**config.mk**
```make
export PLATFORM = sky130hd
export DESIGN_NAME = lbuf_output_timing
export DESIGN_NICKNAME = d
export VERILOG_FILES = /design/src/rtl/lbuf_output_timing.sv
export SDC_FILE = /design/constraint.sdc
export NUM_CORES = 1
export LEC_CHECK = 0
export ABC_AREA = 1
export ABC_CLOCK_PERIOD_IN_PS = 6100
export CORE_UTILIZATION = 39
export CTS_CLUSTER_DIAMETER = 80
export CTS_CLUSTER_SIZE = 16
export DETAILED_ROUTE_END_ITERATION = 16
export PLACE_DENSITY_LB_ADDON = 0.08
export SLEW_MARGIN = 20
export SYNTH_ARGS = -nofsm -noshare
export SYNTH_HDL_FRONTEND = slang
export SYNTH_SLANG_ARGS = --single-unit
```
**constraint.sdc**
```tcl
create_clock -name PCLK_in -period 6.1 [get_ports PCLK_in]
set_clock_uncertainty 0.1 [all_clocks]
set_input_delay 1.22 -clock PCLK_in [delete_from_list [all_inputs] [get_ports PCLK_in]]
set_output_delay 1.22 -clock PCLK_in [all_outputs]
set_load 0.005 [all_outputs]
```
**src/rtl/lbuf_output_timing.sv**
```systemverilog
// Output timing generator and line-buffer read address generator.
// Drives the scan converter's *_ext inputs from the output pixel clock.
// Optional frame lock to the source VSYNC, compiled in with FRAMELOCK_EN.
module lbuf_output_timing #(
    parameter int unsigned H_TOTAL          = 1650,
    parameter int unsigned H_ACTIVE         = 1280,
    parameter int unsigned H_SYNCLEN        = 40,
    parameter int unsigned H_BACKPORCH      = 220,
    parameter int unsigned V_TOTAL          = 750,
    parameter int unsigned V_ACTIVE         = 720,
    parameter int unsigned V_SYNCLEN        = 5,
    parameter int unsigned V_BACKPORCH      = 20,
    parameter int unsigned H_MULT           = 3,
    parameter int unsigned V_MULT           = 3,
    parameter int unsigned SRC_H_ACTIVE     = 384,
    parameter int unsigned SRC_V_ACTIVE     = 224,
    parameter int unsigned H_SRC_OFFSET     = 64,
    parameter int unsigned V_SRC_OFFSET     = 24,
    parameter int unsigned NUM_LINE_BUFFERS = 40,
    parameter int unsigned V_LOCK_LINE      = 0
) (
    input  logic        PCLK_in,
    input  logic        reset_n,
    input  logic        VSYNC_in,
    output logic [10:0] hcnt_ext,
    output logic [10:0] vcnt_ext,
    output logic [8:0]  hcnt_ext_lbuf,
    output logic [5:0]  vcnt_ext_lbuf,
    output logic [2:0]  hctr_ext,
    output logic [2:0]  vctr_ext,
    output logic        HSYNC_ext,
    output logic        VSYNC_ext,
    output logic        DE_ext,
    output logic        mask_enable_ext,
    output logic        frame_start
);

    localparam int unsigned HA     = H_SYNCLEN + H_BACKPORCH;
    localparam int unsigned VA     = V_SYNCLEN + V_BACKPORCH;
    localparam logic [11:0] HWIN_S = 12'(HA + H_SRC_OFFSET);
    localparam logic [11:0] HWIN_E = 12'(HA + H_SRC_OFFSET + SRC_H_ACTIVE * H_MULT);
    localparam logic [11:0] VWIN_S = 12'(VA + V_SRC_OFFSET);
    localparam logic [11:0] VWIN_E = 12'(VA + V_SRC_OFFSET + SRC_V_ACTIVE * V_MULT);
    localparam logic [11:0] HDE_S  = 12'(HA);
    localparam logic [11:0] HDE_E  = 12'(HA + H_ACTIVE);
    localparam logic [11:0] VDE_S  = 12'(VA);
    localparam logic [11:0] VDE_E  = 12'(VA + V_ACTIVE);
    localparam logic [11:0] HSL    = 12'(H_SYNCLEN);
    localparam logic [11:0] VSL    = 12'(V_SYNCLEN);

    logic [10:0] hcnt_q, hcnt_d, vcnt_q, vcnt_d;
    logic [8:0]  hlb_q, hlb_d;
    logic [5:0]  vlb_q, vlb_d;
    logic [2:0]  hctr_q, hctr_d, vctr_q, vctr_d;
    logic        hsync_q, hsync_d, vsync_q, vsync_d;
    logic        de_q, de_d, mask_q, mask_d, fs_q, fs_d;
    logic        h_wrap, lock_load;
    logic [11:0] h12, v12, hn12, vn12;
    logic        hwin_cur, vwin_cur, hwin_nxt, vwin_nxt;

`ifdef FRAMELOCK_EN
    logic vs_meta_q, vs_sync_q, vs_prev_q, pending_q, pending_d;

    // Synchronize source VSYNC and keep the previous sample for fall detection
    always_ff @(posedge PCLK_in or negedge reset_n) begin
        if (!reset_n) begin
            vs_meta_q <= 1'b1;
            vs_sync_q <= 1'b1;
            vs_prev_q <= 1'b1;
            pending_q <= 1'b0;
        end else begin
            vs_meta_q <= VSYNC_in;
            vs_sync_q <= vs_meta_q;
            vs_prev_q <= vs_sync_q;
            pending_q <= pending_d;
        end
    end

    // Pending lock: set on a synchronized fall, consumed at the next line wrap
    always_comb begin
        lock_load = h_wrap & pending_q;
        pending_d = pending_q;
        if (lock_load) begin
            pending_d = 1'b0;
        end else if (vs_prev_q && !vs_sync_q) begin
            pending_d = 1'b1;
        end
    end
`else
    wire unused_vsync_in = VSYNC_in;
    assign lock_load = 1'b0;
`endif

    // Next raster position and read addresses
    always_comb begin
        h_wrap = (hcnt_q == 11'(H_TOTAL - 1));
        hcnt_d = h_wrap ? 11'd0 : hcnt_q + 11'd1;
        vcnt_d = vcnt_q;
        if (h_wrap) begin
            if (lock_load) begin
                vcnt_d = 11'(V_LOCK_LINE);
            end else if (vcnt_q == 11'(V_TOTAL - 1)) begin
                vcnt_d = 11'd0;
            end else begin
                vcnt_d = vcnt_q + 11'd1;
            end
        end

        h12      = {1'b0, hcnt_q};
        v12      = {1'b0, vcnt_q};
        hn12     = {1'b0, hcnt_d};
        vn12     = {1'b0, vcnt_d};
        hwin_cur = (h12 >= HWIN_S) && (h12 < HWIN_E);
        vwin_cur = (v12 >= VWIN_S) && (v12 < VWIN_E);
        hwin_nxt = (hn12 >= HWIN_S) && (hn12 < HWIN_E);
        vwin_nxt = (vn12 >= VWIN_S) && (vn12 < VWIN_E);

        // Horizontal phase/column: zero outside the window and on its first pixel
        hlb_d  = 9'd0;
        hctr_d = 3'd0;
        if (hwin_nxt && (hn12 != HWIN_S)) begin
            if (hctr_q == 3'(H_MULT - 1)) begin
                hlb_d = hlb_q + 9'd1;
            end else begin
                hlb_d  = hlb_q;
                hctr_d = hctr_q + 3'd1;
            end
        end

        // Vertical phase/line: only changes at line wraps
        vlb_d  = vlb_q;
        vctr_d = vctr_q;
        if (h_wrap) begin
            vlb_d  = 6'd0;
            vctr_d = 3'd0;
            if (vwin_nxt && vwin_cur && (vn12 != VWIN_S)) begin
                if (vctr_q == 3'(V_MULT - 1)) begin
                    vlb_d = (vlb_q == 6'(NUM_LINE_BUFFERS - 1)) ? 6'd0 : vlb_q + 6'd1;
                end else begin
                    vlb_d  = vlb_q;
                    vctr_d = vctr_q + 3'd1;
                end
            end
        end

        // Sync/DE/mask for the currently shown pixel, presented one cycle later
        hsync_d = !(h12 < HSL);
        vsync_d = !(v12 < VSL);
        de_d    = (h12 >= HDE_S) && (h12 < HDE_E) && (v12 >= VDE_S) && (v12 < VDE_E);
        mask_d  = de_d && !(hwin_cur && vwin_cur);
        fs_d    = (hcnt_q == 11'd0) && (vcnt_q == 11'd0);
    end

    // Timing state registers
    always_ff @(posedge PCLK_in or negedge reset_n) begin
        if (!reset_n) begin
            hcnt_q  <= 11'd0;
            vcnt_q  <= 11'd0;
            hlb_q   <= 9'd0;
            vlb_q   <= 6'd0;
            hctr_q  <= 3'd0;
            vctr_q  <= 3'd0;
            hsync_q <= 1'b1;
            vsync_q <= 1'b1;
            de_q    <= 1'b0;
            mask_q  <= 1'b0;
            fs_q    <= 1'b0;
        end else begin
            hcnt_q  <= hcnt_d;
            vcnt_q  <= vcnt_d;
            hlb_q   <= hlb_d;
            vlb_q   <= vlb_d;
            hctr_q  <= hctr_d;
            vctr_q  <= vctr_d;
            hsync_q <= hsync_d;
            vsync_q <= vsync_d;
            de_q    <= de_d;
            mask_q  <= mask_d;
            fs_q    <= fs_d;
        end
    end

    assign hcnt_ext        = hcnt_q;
    assign vcnt_ext        = vcnt_q;
    assign hcnt_ext_lbuf   = hlb_q;
    assign vcnt_ext_lbuf   = vlb_q;
    assign hctr_ext        = hctr_q;
    assign vctr_ext        = vctr_q;
    assign HSYNC_ext       = hsync_q;
    assign VSYNC_ext       = vsync_q;
    assign DE_ext          = de_q;
    assign mask_enable_ext = mask_q;
    assign frame_start     = fs_q;

endmodule
```
==> flow_summary_export.csv <==
group,metric,value,unit
run_status,outcome,"complete, no violations",
finish,drive_above_1_share,9.22,%
clock_tree,worstSkewPairLatency,300,ps
sta,rsz0062_at_grt,"false",
worst_hold_path,hold_class,"register to register",
yosys,synth_top_family_by_area,"simple AND/OR/NAND/NOR gates",
route,viasPerCell,4.90,
sta,hold_viol_final,0,
route,drc,0,
floorplan,io_pins,51,
sta,fin_crit_sh,47.3,%
setup_path,arrival,3000,ps
global_route,grt_use_total,19.1,%
yosys,netlist_area,0.00326,mm^2
place,gp_congestion,0.848,
finish,final.fill_count,871,
yosys,synth_top_flop_cell,"dfrtp_1",
yosys,synth_compound_area_share,5.71,%
global_route,grt.overflow.total,0,
floorplan,die_h,93.5,um
power_and_ir_drop,vdd_drop_max,0.0715,mV
flow_run,cap_viol_max_count,0,
clock_tree,clk_pin_slew,90,ps
finish,nets,521,
yosys,yosys.cell_types.count,39,
sta,fmax,0.347,GHz
global_route,grt_first_pass_wirelength,13.1,mm
yosys,synth_fa_ha_area_share,3.07,%
yosys,synth-simple-area-share,40.6,%
setup_path,timing.rr.start,"hcnt_ext[1]$_DFF_PN0_",
floorplan,dieArea,0.00874,mm^2
route,drt_iter0_drc,176,
sta,worstMarginPinSlew,626,ps
yosys,async_reset_ff_share,100,%
clock_tree,cts-root-buf,"clkbuf_8",
worst_hold_path,min-delay-start,"hctr_ext[0]$_DFF_PN0_",
power_and_ir_drop,p_leak,0.00189,uW
worst_hold_path,whs_path_depth,1,
finish,area_delta_synth_final,19.0,%
yosys,synth-seq-cells,48,
route,vias,3011,
setup_path,reg2reg_depth,16,
yosys,synth-edff-count,0,
yosys,ys_seq_area_share,36.9,%
yosys,synth_warnings,0,
route,totalWireLength,7.80,mm
sta,slew_viol_final,0,
place,place_hpwl,5.74,mm
setup_path,required,6220,ps
setup_path,crit_fanout,14,
setup_path,cp-end-kind,"register",
floorplan,die_x,93.5,um
clock_tree,htreeDepth,2,
sta,min_period,2880,ps
yosys,syn_nets,475,
clock_tree,cts_tree,"done",
setup_path,reg2reg_slack,3220,ps
yosys,synth.area.mux_share,0.307,%
finish,fin_util,47.5,%
global_route,grt_pass1_vias,2743,
clock_tree,cts_inserted_buffers,5,
floorplan,coreArea,0.00818,mm^2
setup_path,r2r-end,"hctr_ext[1]$_DFF_PN0_",
clock_tree,ctsResizeCount,0,
clock_tree,post_cts_buffers,0,
route,ant_nets,0,
yosys,postSynthAreaPerCell,7.04,um^2
route,dr.pass1.iters,5,
global_route,grt_max_degree,49,
global_route,antenna_found_initial,0,
worst_hold_path,min_to,"hctr_ext[0]$_DFF_PN0_",
floorplan,initial_core_util,39.9,%
clock_tree,cts_hold_buf,0,
power_and_ir_drop,p_per_area,131,mW/mm^2
sta,finalSetupTns,0,ps
finish,antenna_cells,0,
clock_tree,cts_max_path_buffers,2,
yosys,synth_xor_area_share,3.22,%
setup_path,crit_type,"register to register",
place,port_buffers,49,
clock_tree,cts_sinks,48,
sta,setup_viol,0,
yosys,synth_cells,464,
floorplan,num_rows,33,
sta,max-slew-margin-rel,57.9,%
route,wire_per_inst,12.7,um
setup_path,crit_path_start_kind,"register",
how the worst max path moves through the flow:
stage,start,endpoint,slack [ps],cells after the start
CTS,hcnt_ext[1]$_DFF_PN0_,hctr_ext[1]$_DFF_PN0_,3170,16
global placement,hcnt_ext[1]$_DFF_PN0_,hcnt_ext_lbuf[4]$_DFFE_PN0P_,3270,17
global route,hcnt_ext[1]$_DFF_PN0_,hctr_ext[1]$_DFF_PN0_,2860,16
detailed placement,hcnt_ext[1]$_DFF_PN0_,hctr_ext[1]$_DFF_PN0_,3220,16
floorplan,vcnt_ext[0]$_DFF_PN0_,vcnt_ext_lbuf[0]$_DFFE_PN0P_,3960,16
finish,hcnt_ext[1]$_DFF_PN0_,hctr_ext[1]$_DFF_PN0_,3220,16
area by class of cell:
cell class	instances	area, um^2	area share [%]
Clock buffer	6	72.6	1.87
Tap cell	105	131	3.38
Sequential cell	48	1200	31.0
Multi-Input combinational cell	338	1730	44.5
Clock inverter	1	5.00	0.129
Timing Repair Buffer	50	493	12.7
Inverter	67	251	6.48
state kept, by name, indices dropped and copies added, names as in the netlist:
| signal | flops |
|---|---|
| DE_ext | 1 |
| HSYNC_ext | 1 |
| VSYNC_ext | 1 |
| frame_start | 1 |
| hcnt_ext | 11 |
| hcnt_ext_lbuf | 9 |
| hctr_ext | 3 |
| mask_enable_ext | 1 |
| vcnt_ext | 11 |
| vcnt_ext_lbuf | 6 |
| vctr_ext | 3 |
cell usage in the layout (no fill, tap or decap), drive strengths merged:
cell / instances
ha: 8
nor3b: 1
clkbuf: 6
nor2: 76
dfrtp: 46
buf: 2
nor4: 1
a21oi: 10
nand2: 132
clkinv: 1
nand4: 13
o2111ai: 2
a31oi: 1
mux2i: 1
and3: 1
dfstp: 2
clkdlybuf4s50: 48
o211ai: 1
xor2: 10
nand3b: 1
o21ai: 17
inv: 67
nand3: 51
xnor2: 2
a311oi: 1
nor3: 8
o31ai: 1
metal layers:
metal / vias to the layer above / GRT usage (%) / wire length [um]
met5: - / 0 / 0
met4: 0 / 5.00 / 53
met3: 5 / 2.93 / 374
met2: 71 / 30.5 / 3600
met1: 1375 / 27.0 / 3770
li1: 1560 / - / -
critical path, cell delays in order, from the launching register on:
cell     delay [ps]
dfrtp_1         420
inv_1            90
ha_1            220
nand3_1          90
nor2_1          240
nand2_2         310
nand3_1         180
nand2_1          60
nor2_1          140
nand2_1          70
nand2_1          90
o21ai_0          80
nand2_1          60
nand2_1         250
inv_1           160
nand2_1         100
nor3_1          140
logic make-up after synthesis:
logic type / after synthesis
AND/OR/NAND/NOR: 284
buffers and inverters: 78
flip-flops: 48
AO/OA/AOI/OAI: 33
XOR/XNOR: 12
adder cells (fa/ha/maj): 8
multiplexers: 1
synthesized netlist by cell type, types with 2 or more instances:
master	n	area, um^2
buf_4	2	15.0
a21oi_1	10	50.1
o2111ai_1	2	17.5
nor2_1	69	259
o21ai_0	11	55.1
xor2_1	10	87.6
inv_1	57	214
nand2_2	10	62.6
dfrtp_1	46	1150
xnor2_1	2	17.5
nand3_2	3	30.0
nand2_1	121	454
o21ai_1	5	25.0
ha_1	8	100
nand4_1	12	75.1
nor2_2	2	12.5
nor3_1	6	30.0
inv_2	10	37.5
nor2_4	4	45.0
dfstp_2	2	52.6
buf_2	6	30.0
nor3_2	2	20.0
buf_6	2	22.5
nand3_1	46	230
nand3_4	2	35.0
report_power, final:
group	switching (uW)	internal [uW]	leakage [uW]	total (uW)
clock network	107	78.3	0.0000410	185
registers	0	318	0.000649	318
logic	6.19	0.643	0.00120	6.84
total	113	397	0.00189	510
per-stage QoR:
stage                     total power, uW  cell area [um^2]  hold slack (ps)  setup slack [ps]  cells
final                                 510              3880              413              3220    615
after global routing                  532              3880              450              2860    615
after CTS                             521              3880              424              3170    615
after detailed placement              332              3810              411              3220    608
after global placement                332              3810              397              3270    608
after floorplan                       324              3260              385              3960    464
Note: power is estimated with default switching activity, not from simulation.
